### config.mk
export PLATFORM = sky130hd
export DESIGN_NAME = tri_query_feeder
export DESIGN_NICKNAME = d
export VERILOG_FILES = /design/src/rtl/tri_pkg.sv /design/src/rtl/tri_query_feeder_valid_delay.sv /design/src/rtl/tri_query_feeder.sv
export SDC_FILE = /design/constraint.sdc
export NUM_CORES = 1
export LEC_CHECK = 0
export BUFFER_PORTS_ARGS = -buffer_cell sky130_fd_sc_hd__clkbuf_2
export CAP_MARGIN = 20
export CORE_ASPECT_RATIO = 1.75
export CORE_MARGIN = 1
export CORE_UTILIZATION = 57
export CTS_BUF_LIST = sky130_fd_sc_hd__clkbuf_16
export DETAILED_ROUTE_END_ITERATION = 6
export PLACE_DENSITY = 0.86
export REMOVE_ABC_BUFFERS = 1
export SLEW_MARGIN = 20
export SYNTH_ARGS = -nofsm -noshare
export SYNTH_HDL_FRONTEND = slang
export SYNTH_SLANG_ARGS = --single-unit
export TNS_END_PERCENT = 30
### constraint.sdc
create_clock -name clk -period 3.9 [get_ports clk]
set_clock_uncertainty 0.05 [all_clocks]
set_input_delay 1.17 -clock clk [delete_from_list [all_inputs] [get_ports clk]]
set_output_delay 1.17 -clock clk [all_outputs]
set_load 0.005 [all_outputs]
### src/rtl/tri_pkg.sv
// Shared types for the signP query feeder: coordinate width, request layout,
// sequencer states and the triangle-compare helper.
package tri_pkg;

  localparam int unsigned W = 11;

  typedef logic [W-1:0] coord_t;

  typedef struct packed {
    coord_t px;
    coord_t py;
    coord_t x0;
    coord_t y0;
    coord_t x1;
    coord_t y1;
    coord_t x2;
    coord_t y2;
  } tri_req_t;

  // Vertex-only view of a request; this is what the triangle cache holds.
  typedef logic [6*W-1:0] tri_verts_t;

  typedef enum logic [2:0] {
    ST_IDLE,
    ST_V0,
    ST_V1,
    ST_V2,
    ST_PT,
    ST_GAP
  } state_t;

  function automatic tri_verts_t tri_verts(input tri_req_t r);
    return {r.x0, r.y0, r.x1, r.y1, r.x2, r.y2};
  endfunction

endpackage

### src/rtl/tri_query_feeder_valid_delay.sv
// Fixed-latency 1-bit delay line: a pulse entering on pulse_in leaves on
// pulse_out exactly LAT cycles later. Cleared synchronously by reset so a
// query abandoned mid-flight never reports a result.
module valid_delay
#(
  parameter int unsigned LAT = 3
) (
  input  logic clk,
  input  logic reset,
  input  logic pulse_in,
  output logic pulse_out,
  output logic pending
);

  if (LAT < 1) begin : g_lat_check
    $error("valid_delay: LAT must be at least 1");
  end

  logic [LAT-1:0] sr;

  // Shift register advancing one stage per cycle.
  always_ff @(posedge clk) begin
    if (reset) begin
      sr <= '0;
    end else begin
      sr[0] <= pulse_in;
      for (int unsigned k = 1; k < LAT; k++) begin
        sr[k] <= sr[k-1];
      end
    end
  end

  assign pulse_out = sr[LAT-1];
  assign pending   = |sr;

endmodule

### src/rtl/tri_query_feeder.sv
// Upstream sequencer for the signP point-in-triangle pipeline. Takes one
// packed request (triangle + query point), plays the vertices onto signP's
// re/i1/i2 beat bus (re=0), then holds the point with re=1 for HOLD cycles,
// and flags s_valid when signP's s belongs to that query. An unchanged
// triangle skips the vertex reload when SKIP_SAME is set.
module tri_query_feeder
  import tri_pkg::*;
#(
  parameter int unsigned HOLD      = 3,
  parameter int unsigned LAT       = 3,
  parameter bit          SKIP_SAME = 1'b1
) (
  input  logic         clk,
  input  logic         reset,
  input  logic         in_valid,
  output logic         in_ready,
  input  logic [W-1:0] in_px,
  input  logic [W-1:0] in_py,
  input  logic [W-1:0] in_x0,
  input  logic [W-1:0] in_y0,
  input  logic [W-1:0] in_x1,
  input  logic [W-1:0] in_y1,
  input  logic [W-1:0] in_x2,
  input  logic [W-1:0] in_y2,
  output logic         re,
  output logic [W-1:0] i1,
  output logic [W-1:0] i2,
  output logic         s_valid,
  output logic         busy
);

  if (HOLD < 1) begin : g_hold_check
    $error("tri_query_feeder: HOLD must be at least 1");
  end

  localparam int unsigned   CW        = (HOLD > 1) ? $clog2(HOLD) : 1;
  localparam logic [CW-1:0] HOLD_LAST = CW'(HOLD - 1);

  state_t        state, state_nxt;
  tri_req_t      req, req_nxt;
  tri_req_t      in_req;
  tri_verts_t    cache, cache_nxt;
  logic          cache_valid, cache_valid_nxt;
  logic [CW-1:0] cnt, cnt_nxt;
  logic          re_nxt, in_ready_nxt;
  logic [W-1:0]  i1_nxt, i2_nxt;
  logic          accept, hit, pt_first, dl_pending;

  assign in_req   = {in_px, in_py, in_x0, in_y0, in_x1, in_y1, in_x2, in_y2};
  assign accept   = in_valid && in_ready && (state == ST_IDLE);
  assign hit      = SKIP_SAME && cache_valid && (cache == tri_verts(in_req));
  assign pt_first = (state == ST_PT) && (cnt == '0);

  // State, request, cache, hold counter and registered beat outputs.
  always_ff @(posedge clk) begin
    if (reset) begin
      state       <= ST_IDLE;
      req         <= '0;
      cache       <= '0;
      cache_valid <= 1'b0;
      cnt         <= '0;
      re          <= 1'b1;
      i1          <= '0;
      i2          <= '0;
      in_ready    <= 1'b0;
    end else begin
      state       <= state_nxt;
      req         <= req_nxt;
      cache       <= cache_nxt;
      cache_valid <= cache_valid_nxt;
      cnt         <= cnt_nxt;
      re          <= re_nxt;
      i1          <= i1_nxt;
      i2          <= i2_nxt;
      in_ready    <= in_ready_nxt;
    end
  end

  // Next-state logic: vertex walk on a miss, straight to the point phase on a hit.
  always_comb begin
    state_nxt       = state;
    req_nxt         = req;
    cache_nxt       = cache;
    cache_valid_nxt = cache_valid;
    cnt_nxt         = cnt;
    case (state)
      ST_IDLE: begin
        if (accept) begin
          req_nxt   = in_req;
          cnt_nxt   = '0;
          state_nxt = hit ? ST_PT : ST_V0;
        end
      end
      ST_V0: state_nxt = ST_V1;
      ST_V1: state_nxt = ST_V2;
      ST_V2: begin
        state_nxt       = ST_PT;
        cnt_nxt         = '0;
        cache_nxt       = tri_verts(req);
        cache_valid_nxt = 1'b1;
      end
      ST_PT: begin
        if (cnt == HOLD_LAST) begin
          state_nxt = ST_GAP;
        end else begin
          cnt_nxt = cnt + 1'b1;
        end
      end
      ST_GAP:  state_nxt = ST_IDLE;
      default: state_nxt = ST_IDLE;
    endcase
  end

  // Beat outputs are computed from the upcoming state so that the registered
  // re/i1/i2 line up with the cycle the state is occupied; re stays 1 in
  // every state except the three vertex beats.
  always_comb begin
    re_nxt       = 1'b1;
    i1_nxt       = i1;
    i2_nxt       = i2;
    in_ready_nxt = (state_nxt == ST_IDLE);
    case (state_nxt)
      ST_V0: begin
        re_nxt = 1'b0;
        i1_nxt = req_nxt.x0;
        i2_nxt = req_nxt.y0;
      end
      ST_V1: begin
        re_nxt = 1'b0;
        i1_nxt = req_nxt.x1;
        i2_nxt = req_nxt.y1;
      end
      ST_V2: begin
        re_nxt = 1'b0;
        i1_nxt = req_nxt.x2;
        i2_nxt = req_nxt.y2;
      end
      ST_PT: begin
        i1_nxt = req_nxt.px;
        i2_nxt = req_nxt.py;
      end
      default: begin
      end
    endcase
  end

  valid_delay #(
    .LAT(LAT)
  ) u_valid_delay (
    .clk      (clk),
    .reset    (reset),
    .pulse_in (pt_first),
    .pulse_out(s_valid),
    .pending  (dl_pending)
  );

  assign busy = (state != ST_IDLE) || dl_pending;

endmodule
==> results.toml, run 1 <==
[sta]
fin_ws_ns = 0.5545
setup_tns_ns = 0
fmax_mhz = 298.9
fin_crit_ns = 3.346
relSlewSlack_pct = 39.26
hold_violations = 0
post-route-period-util_pct = 85.78
tightest_slew_ns = 0.9089
setup_viol = 0
rsz0062_at_grt = "no"
maxSlewViolCount = 0

[logic_synthesis]
synthCells = 960
ys_types = 45
ys_dominant_reg_cell = "dfxtp_1"
synthArstFlopShare_pct = 0
ys_seq_area_share_pct = 48.41
synth_top_family_by_area = "simple AND/OR/NAND/NOR gates"
synthXorXnorAreaFrac_pct = 6.116
avgSynthCellArea_um2 = 8.056
syn_area_um2 = 7734
synth-edff-count = 0
ys_ff_latch = 187
synth-simple-area-share_pct = 21.02
synth_fa_ha_area_share_pct = 0.3236
synth_compound_area_share_pct = 19.28
synth.area.mux_share_pct = 0.7928
ys_warn_count = 0

[clock_tree]
cts.sinks = 187
hold_buffers = 0
cts_buffers = 17
clk_latency_ns = 0.43
ctsRootBufferMaster = "clkbuf_16"
cts_buffer_depth = 2
cts_setup_buffers = 0
htree_levels = 4
cts_resized = 0
clk_pin_slew_worst_paths_ns = 0.07
cts_tree = "built"

[detailed_routing]
drc = 0
routed_wirelength_um = 21110
avgRoutedWirePerCell_um = 17.16
viasPerCell = 5.866
first_iter_violations = 730
dr.pass1.iters = 7
drtAntennaViolNets = 0
vias = 7215

[grt]
grt_max_degree = 88
grt_use_total_pct = 29.78
antenna_found_initial = 0
grt_overflow_total = 0
grt_pass1_wl_um = 33240
grt_pass1_vias = 6876

[worst_setup_path]
r2r_cells = 8
reg2reg_slack_ns = 1.05
critPathKind = "primary input to register"
r2r_end = "i2[9]$_SDFFE_PP0P_"
crit_fanout = 11
worstPathRequired_ns = 4.21
critPathLaunchType = "primary input"
crit_end = "i2[9]$_SDFFE_PP0P_"
cp-end-kind = "register"
critPathLaunch = "in_x2[9]"
r2r-start = "cache[2]$_SDFFE_PP0N_"
worstPathArrival_ns = 3.65

[place]
io_buffers = 116
placed_area_um2 = 8416
place_worst_setup_slack_ns = 0.2641
dp_hpwl_um = 13550
routabilityCongestion = 0.8389

[min_path]
min_path_type = "register to register"

[layout]
drive_gt1_share_pct = 16.00
num-nets-final = 1136
n_antenna_cell = 0
nFillCells = 1098
finalInstanceArea_um2 = 9037
area_growth_pct = 16.86
postLayoutCoreUtil_pct = 67.89

[job]
cap_violations = 0

[floorplan]
dieArea_um2 = 14060
rows = 56
die_w_um = 90.05
io-pin-count = 117
die_h_um = 156.1
core_area_um2 = 13310
initial_utilization_pct = 58.09

[power]
finalPower_mw = 4.456
p_leak_nw = 3.421
pwr_density_cell_nw_per_um2 = 493.0
peakVddDrop_mv = 0.3017

[run_status]
run_status = "finished, final reports clean"
## placed cells by master (no fill, tap or decap), drive strengths merged, types with 2 or more instances in the layout
master / netlist / routed
a2111o: 2 / 2
o21ai: 11 / 11
nor3b: 2 / 2
o2bb2ai: 18 / 18
or3: 2 / 2
ha: 2 / 2
nor4: 13 / 13
nand4: 7 / 7
a221o: 18 / 18
o311a: 4 / 4
nand3: 2 / 2
mux2i: 5 / 5
a22oi: 22 / 22
a21o: 3 / 3
clkinvlp: 0 / 2
xor2: 36 / 36
dfxtp: 187 / 187
o2111ai: 2 / 2
nor2: 25 / 25
nor2b: 9 / 9
nor3: 4 / 4
clkbuf: 51 / 132
nand2b: 8 / 8
xnor2: 18 / 18
clkinv: 0 / 7
a21oi: 158 / 158
o221ai: 2 / 2
nand2: 310 / 310
inv: 12 / 14
buf: 15 / 15
bufinv: 0 / 4
## how the worst min path moves through the flow
stage / from / end / slack (ns) / depth (start not counted)
finish: req[57]$_SDFF_PP0_ / cache[57]$_SDFFE_PP0N_ / 0.40 / 2
global placement: req[64]$_SDFF_PP0_ / cache[64]$_SDFFE_PP0N_ / 0.39 / 2
detailed placement: req[48]$_SDFF_PP0_ / cache[48]$_SDFFE_PP0N_ / 0.40 / 2
floorplan: req[55]$_SDFF_PP0_ / cache[55]$_SDFFE_PP0N_ / 0.38 / 2
global route: req[54]$_SDFF_PP0_ / cache[54]$_SDFFE_PP0N_ / 0.42 / 2
CTS: req[57]$_SDFF_PP0_ / cache[57]$_SDFFE_PP0N_ / 0.40 / 2
## synth_stat cells, types with 2 or more instances
cell,count,area (um^2)
buf_6,2,22.52
xnor2_1,18,157.7
o2111ai_1,2,17.52
a21o_1,3,22.52
ha_1,2,25.02
dfxtp_1,187,3744
nand2b_1,8,50.05
buf_1,8,30.03
a22oi_1,22,165.2
o311a_1,4,40.04
inv_1,12,45.04
xor2_1,36,315.3
nor2_1,24,90.09
o21ai_0,10,50.05
nand2_1,310,1164
nor3_1,4,20.02
nor2b_1,9,56.30
a21oi_1,158,790.8
mux2i_1,5,50.05
a2111o_1,2,22.52
o221ai_1,2,17.52
nand3_1,2,10.01
or3_1,2,12.51
buf_2,5,25.02
o2bb2ai_1,18,157.7
nor4_1,12,75.07
nand4_1,7,43.79
clkbuf_1,51,191.4
a221o_1,18,180.2
nor3b_1,2,15.01
## state kept, by name, summed over array words and instances, names as in the netlist, 2 cells and up
signal,flops
state,3
i2,11
cnt,2
cache,66
i1,11
u_valid_delay.sr,3
req,88
## cell type report
cell class                 instances  area [um^2]  share of cell area (%)
sequential                       187         3744                   41.42
multi-input combinational        695         3696                   40.90
timing repair buffer             130        713.2                   7.891
clock buffer                      17        425.4                   4.707
tap                              174        217.7                   2.409
clock inverter                    15        196.4                   2.174
inverter                          12        45.04                  0.4984
## layer usage
layer / track usage, % / share of wire, % / vias up
met3: 4.435 / 6.7 / 77
met2: 52.82 / 52 / 325
met1: 33.56 / 37 / 3398
met5: 0 / 0 / -
met4: 17.97 / 4.6 / 0
li1: - / - / 3415
## worst max-delay path, cell delays in order
cell and delay, ns:
clkbuf_2 0.10, nor2b_1 0.13, a2111o_1 0.40, nor4_1 0.66, nor4bb_1 0.45, a21oi_1 0.22, nand2_1 0.14, buf_4 0.21
a221o_1 0.17
## where the power goes
part	switching, mW	internal [mW]	leakage [nW]
registers	0.0753	2.01	1.51
clock network	0.748	1.07	0.299
logic	0.356	0.194	1.61
## cell families (layout without fill, tap and decap cells)
| kind of cell | count (synthesis) | in the layout |
|---|---|---|
| and+or+nand+nor | 390 | 390 |
| AOI/OAI and AO/OA | 243 | 243 |
| DFF | 187 | 187 |
| buffers and inverters | 78 | 174 |
| xor gates and xnor gates | 54 | 54 |
| muxes | 6 | 6 |
| adders and majority gates | 2 | 2 |
## per-stage QoR
stage | hold slack [ns] | std cells
after floorplan | 0.3751 | 894
after global placement | 0.3865 | 1198
after detailed placement | 0.3976 | 1198
after CTS | 0.4033 | 1230
after global routing | 0.4175 | 1230
final | 0.4045 | 1230
Note: power is estimated with default switching activity, not from simulation.
==> run 2: changes to the inputs <==
- CORE_UTILIZATION: 57 -> 59
- CTS_BUF_LIST: sky130_fd_sc_hd__clkbuf_16 -> sky130_fd_sc_hd__clkbuf_8
- HOLD_SLACK_MARGIN: not set -> 0.15
- PLACE_DENSITY: 0.86 -> 0.88
==> results.toml, run 2 (synthesized netlist as in run 1, its figures left out) <==
[clock_tree]
cts_tree = "built"
htree_levels = 4
cts.sinks = 187
cts_setup_buffers = 0
cts_buffer_depth = 2
clk_pin_slew_worst_paths_ns = 0.09
clk_latency_ns = 0.46
cts_resized = 0
hold_buffers = 0
ctsRootBufferMaster = "clkbuf_8"
cts_buffers = 17

[layout]
area_growth_pct = 14.71
reg_top3 = "req (88), cache (66)"
layout_common_cells = "nand2_1 (310), dfxtp_1 (187), a21oi_1 (158)"
num-nets-final = 1133
nFillCells = 991
largest_reg_flops = 88
finalInstanceArea_um2 = 8871
largest-register = "req"
fin_cells = 1224
drive_gt1_share_pct = 15.76
layout_commonest_cell = "nand2_1"
n_antenna_cell = 0

[detailed_routing]
routed_wirelength_um = 21130
drtAntennaViolNets = 0
vias = 7233
first_iter_violations = 681
dr.pass1.iters = 7
viasPerCell = 5.909
drc = 2
avgRoutedWirePerCell_um = 17.26

[sta]
post-route-period-util_pct = 81.41
relSlewSlack_pct = 38.57
rsz0062_at_grt = "no"
fin_crit_ns = 3.175
maxSlewViolCount = 0
hold_violations = 0
setup_viol = 0
tightest_slew_ns = 0.9192
setup_tns_ns = 0
fmax_mhz = 315.0

[floorplan]
die_h_um = 153.5
core_area_um2 = 12870
initial_utilization_pct = 60.10
dieArea_um2 = 13590
rows = 55
die_w_um = 88.55
io-pin-count = 117

[worst_setup_path]
crit_buf_inv = 1
worstPathRequired_ns = 4.20
critPathLaunchType = "primary input"
worstPathArrival_ns = 3.47
crit_path_top_delay_cell = "or4_1"
cp_cell_sequence = "clkbuf_2 > nor2b_1 > a2111o_1 > or4_1 > nor4_2 > and4_4 > nor2_4 > a221o_1"
crit_fanout = 19
critPathMaxStageDelay_ns = 0.56
cp_top_family = "simple AND/OR/NAND/NOR gates"
critPathKind = "primary input to register"
cp-end-kind = "register"

[grt]
grt_pass1_vias = 6888
grt_max_degree = 88
met2_usage_pct = 52.93
top_usage_layer = "met2"
antenna_found_initial = 0
grt_overflow_total = 0
use_met1_pct = 37.16
use_met3_pct = 6.803
grt_use_total_pct = 32.02
grt_pass1_wl_um = 33380

[power]
power_frac_clock_pct = 36.1
switching_power_mw = 1.113
finalPower_mw = 4.126
p_leak_nw = 3.358
pwr-share-comb_pct = 13.4
pwr-share-seq_pct = 50.5
peakVddDrop_mv = 0.2995
intPower_mw = 3.013
pwr_density_cell_nw_per_um2 = 465.1
swShare_pct = 26.97

[place]
placed_area_um2 = 8402
dp_hpwl_um = 13240
io_buffers = 116
placed_cells = 1192
routabilityCongestion = 0.8399

[run_status]
run_status = "finished with violations"
violations = "design-rule violations"

[job]
cap_violations = 0

[min_path]
min_path_type = "register to register"
-- run 2: changes by cell type in the layout (fill, tap and decap cells not counted), sizes merged --
cell	before	now
buf	15	12
bufinv	4	5
clkbuf	132	135
clkinv	7	4
clkinvlp	2	0
inv	14	15
-- run 2: path summary, 6_finish.rpt --
kind / startpoint / endpoint / cells past startpoint / slack (ns)
max: in_y2[2] / i2[2]$_SDFFE_PP0P_ / 8 / 0.72
max reg2reg: state[2]$_SDFF_PP0_ / i2[8]$_SDFFE_PP0P_ / 8 / 1.00
min: req[64]$_SDFF_PP0_ / cache[64]$_SDFFE_PP0N_ / 2 / 0.40
min reg2reg: req[64]$_SDFF_PP0_ / cache[64]$_SDFFE_PP0N_ / 2 / 0.40
-- run 2: area by class of cell --
| type | count | area (um^2) | share of cell area [%] |
|---|---|---|---|
| timing repair buffer | 127 | 703.2 | 7.927 |
| inverter | 12 | 45.04 | 0.5078 |
| clock buffer | 20 | 275.3 | 3.103 |
| multi-input combinational | 695 | 3696 | 41.66 |
| tap | 171 | 214.0 | 2.412 |
| clock inverter | 12 | 193.9 | 2.186 |
| sequential | 187 | 3744 | 42.20 |
-- run 2: power by group through the flow --
stage / registers (mW) / clock network (mW) / logic [mW]
floorplan: 2.10 / 0 / 0.299
global placement: 2.12 / 0 / 0.530
detailed placement: 2.12 / 0 / 0.541
CTS: 2.08 / 1.49 / 0.547
global route: 2.09 / 1.57 / 0.600
finish: 2.08 / 1.49 / 0.555
-- run 2: worst reg2reg max path: stages (launching register included) --
cell      delay (ns)
dfxtp_1         0.67
nand3b_1        0.24
or3_2           0.42
nor3_1          0.12
nor4bb_1        0.14
a21oi_1         0.36
nand2_1         0.23
buf_12          0.22
a221o_1         0.34
-- run 2: per-stage QoR --
step	hold slack, ns	util (%)	setup WS, ns
floorplan	0.3751	-	-3.220
global route	0.4151	68.94	0.6616
detailed placement	0.3944	65.29	0.2732
CTS	0.4053	68.94	0.7523
finish	0.4048	68.94	0.7249
global placement	0.3851	65.29	0.3290
-- run 2: per-layer routing --
metal	vias to the layer above	wire length (um)
li1	3397	-
met1	3382	7833
met2	353	10620
met3	101	1438
met4	0	1241
met5	-	0
==> run 3: changes to the inputs <==
- CORE_UTILIZATION: 59 -> 53
- PLACE_DENSITY: 0.88 -> 0.84
- clock period: 3.9 -> 2.7 ns (I/O delays scaled with it)
==> results.toml, run 3 (synthesized netlist as in run 1, its figures left out) <==
[detailed_routing]
dr.pass1.iters = 5
drc = 0
avgRoutedWirePerCell_um = 16.89
drtAntennaViolNets = 0
vias = 7370
viasPerCell = 5.767
first_iter_violations = 502
routed_wirelength_um = 21580

[worst_setup_path]
crit_fanout = 10
cp_common_cell = "buf_4"
worstPathRequired_ns = 3.05
cp-end-kind = "register"
critPathMaxStageDelay_ns = 0.38
reg2reg_slack_ns = 0.13
critPathKind = "primary input to register"
critPathLaunch = "in_y2[2]"
r2r-start = "cache[2]$_SDFFE_PP0N_"
crit_end = "i1[7]$_SDFFE_PP0P_"
r2r_cells = 7
critPathLaunchType = "primary input"
cp_cell_sequence = "clkbuf_2 > buf_4 > and2b_1 > a2111o_1 > nor4_4 > buf_4 > nor4bb_1 > a21oi_1 > nand2_1 > buf_4 > o311a_1"
crit_path_top_delay_cell = "a2111o_1"
r2r_end = "i1[1]$_SDFFE_PP0P_"
worstPathArrival_ns = 2.99

[power]
p_leak_nw = 3.554
pwr_density_cell_nw_per_um2 = 634.8
finalPower_mw = 5.840
peakVddDrop_mv = 0.3051

[floorplan]
initial_utilization_pct = 54.10
die_h_um = 161.8
dieArea_um2 = 15100
io-pin-count = 117
die_w_um = 93.32
rows = 58
core_area_um2 = 14300

[layout]
largest-register = "req"
multiInputGateArea_um2 = 3704
largest_reg_flops = 88
nFillCells = 1203
reg_top3 = "req (88), cache (66)"
postLayoutCoreUtil_pct = 64.35
regArea_um2 = 3744
finalInstanceArea_um2 = 9200
num-nets-final = 1178
n_antenna_cell = 0
drive_gt1_share_pct = 19.40
layout_common_cells = "nand2_1 (310), dfxtp_1 (187), a21oi_1 (158)"
area_growth_pct = 18.96
layout_commonest_cell = "nand2_1"

[clock_tree]
cts_setup_buffers = 0
ctsRootBufferMaster = "clkbuf_8"
cts.sinks = 187
hold_buffers = 0
clk_latency_ns = 0.46
cts_buffers = 17
htree_levels = 4
clk_pin_slew_worst_paths_ns = 0.10
cts_tree = "built"
cts_buffer_depth = 2

[place]
routabilityCongestion = 0.8599
io_buffers = 116
dp_hpwl_um = 14910
placed_area_um2 = 8768

[grt]
grt_pass1_wl_um = 33640
grt_overflow_total = 0
grt_use_total_pct = 28.81
antenna_found_initial = 0
grt_max_degree = 47
grt_pass1_vias = 6912

[sta]
maxSlewViolCount = 0
post-route-period-util_pct = 98.03
hold_violations = 0
relSlewSlack_pct = 59.26
fin_crit_ns = 2.647
fmax_mhz = 377.8
tightest_slew_ns = 0.6099
setup_viol = 0

[min_path]
min_path_type = "register to register"

[run_status]
run_status = "finished, final reports clean"

[job]
cap_violations = 0
==> run 3: worst min path at each step <==
stage / slack, ns / end / cells past startpoint / from
finish: 0.40 / cache[52]$_SDFFE_PP0N_ / 2 / req[52]$_SDFF_PP0_
global route: 0.42 / cache[58]$_SDFFE_PP0N_ / 2 / req[58]$_SDFF_PP0_
CTS: 0.40 / cache[52]$_SDFFE_PP0N_ / 2 / req[52]$_SDFF_PP0_
detailed placement: 0.39 / cache[56]$_SDFFE_PP0N_ / 2 / req[56]$_SDFF_PP0_
global placement: 0.39 / cache[48]$_SDFFE_PP0N_ / 2 / req[48]$_SDFF_PP0_
floorplan: 0.38 / cache[55]$_SDFFE_PP0N_ / 2 / req[55]$_SDFF_PP0_
==> run 3: worst max-delay path, delay by kind of cell <==
family	cells	cell delay (ns)
buf+inv	4	0.62
compound gates	3	0.69
simple gates	4	0.87
==> run 3: cell type report <==
| class | instances | area share (%) |
|---|---|---|
| Clock buffer | 18 | 2.693 |
| Clock inverter | 14 | 1.836 |
| Timing Repair Buffer | 172 | 11.59 |
| Multi-Input combinational cell | 695 | 40.26 |
| Tap cell | 180 | 2.448 |
| Sequential cell | 187 | 40.69 |
| Inverter | 12 | 0.4896 |
==> run 3: metrics by stage <==
stage	hold slack (ns)	setup WS, ns	TNS, ns	instances
6_report	0.4033	0.05310	0	1278
3_3_place_gp	0.3851	-0.4634	-11.17	1246
4_1_cts	0.4010	0.08216	0	1278
2_1_floorplan	0.3751	-4.060	-365.78	894
3_5_place_dp	0.3923	-0.5320	-12.36	1246
5_1_grt	0.4174	-0.04429	-0.2220	1278
==> run 3: per-layer routing <==
| layer | routed length, um | global-route usage [%] | vias to the layer above |
|---|---|---|---|
| li1 | - | - | 3496 |
| met1 | 8228 | 32.75 | 3480 |
| met2 | 11110 | 50.57 | 320 |
| met3 | 1229 | 4.120 | 74 |
| met4 | 1014 | 16.71 | 0 |
| met5 | 0 | 0 | - |
==> run 3: repair_timing <==
| action | CTS | global route |
|---|---|---|
| pin swaps | 1 | 0 |
| endpoints found under the setup margin | 14 | 3 |
| gates resized for setup | 1 | 1 |
==> run 3: power by group <==
| group | switching [mW] | internal (mW) |
|---|---|---|
| combinational | 0.542 | 0.340 |
| sequential | 0.102 | 2.90 |
| clock | 1.01 | 0.943 |
| total | 1.66 | 4.18 |
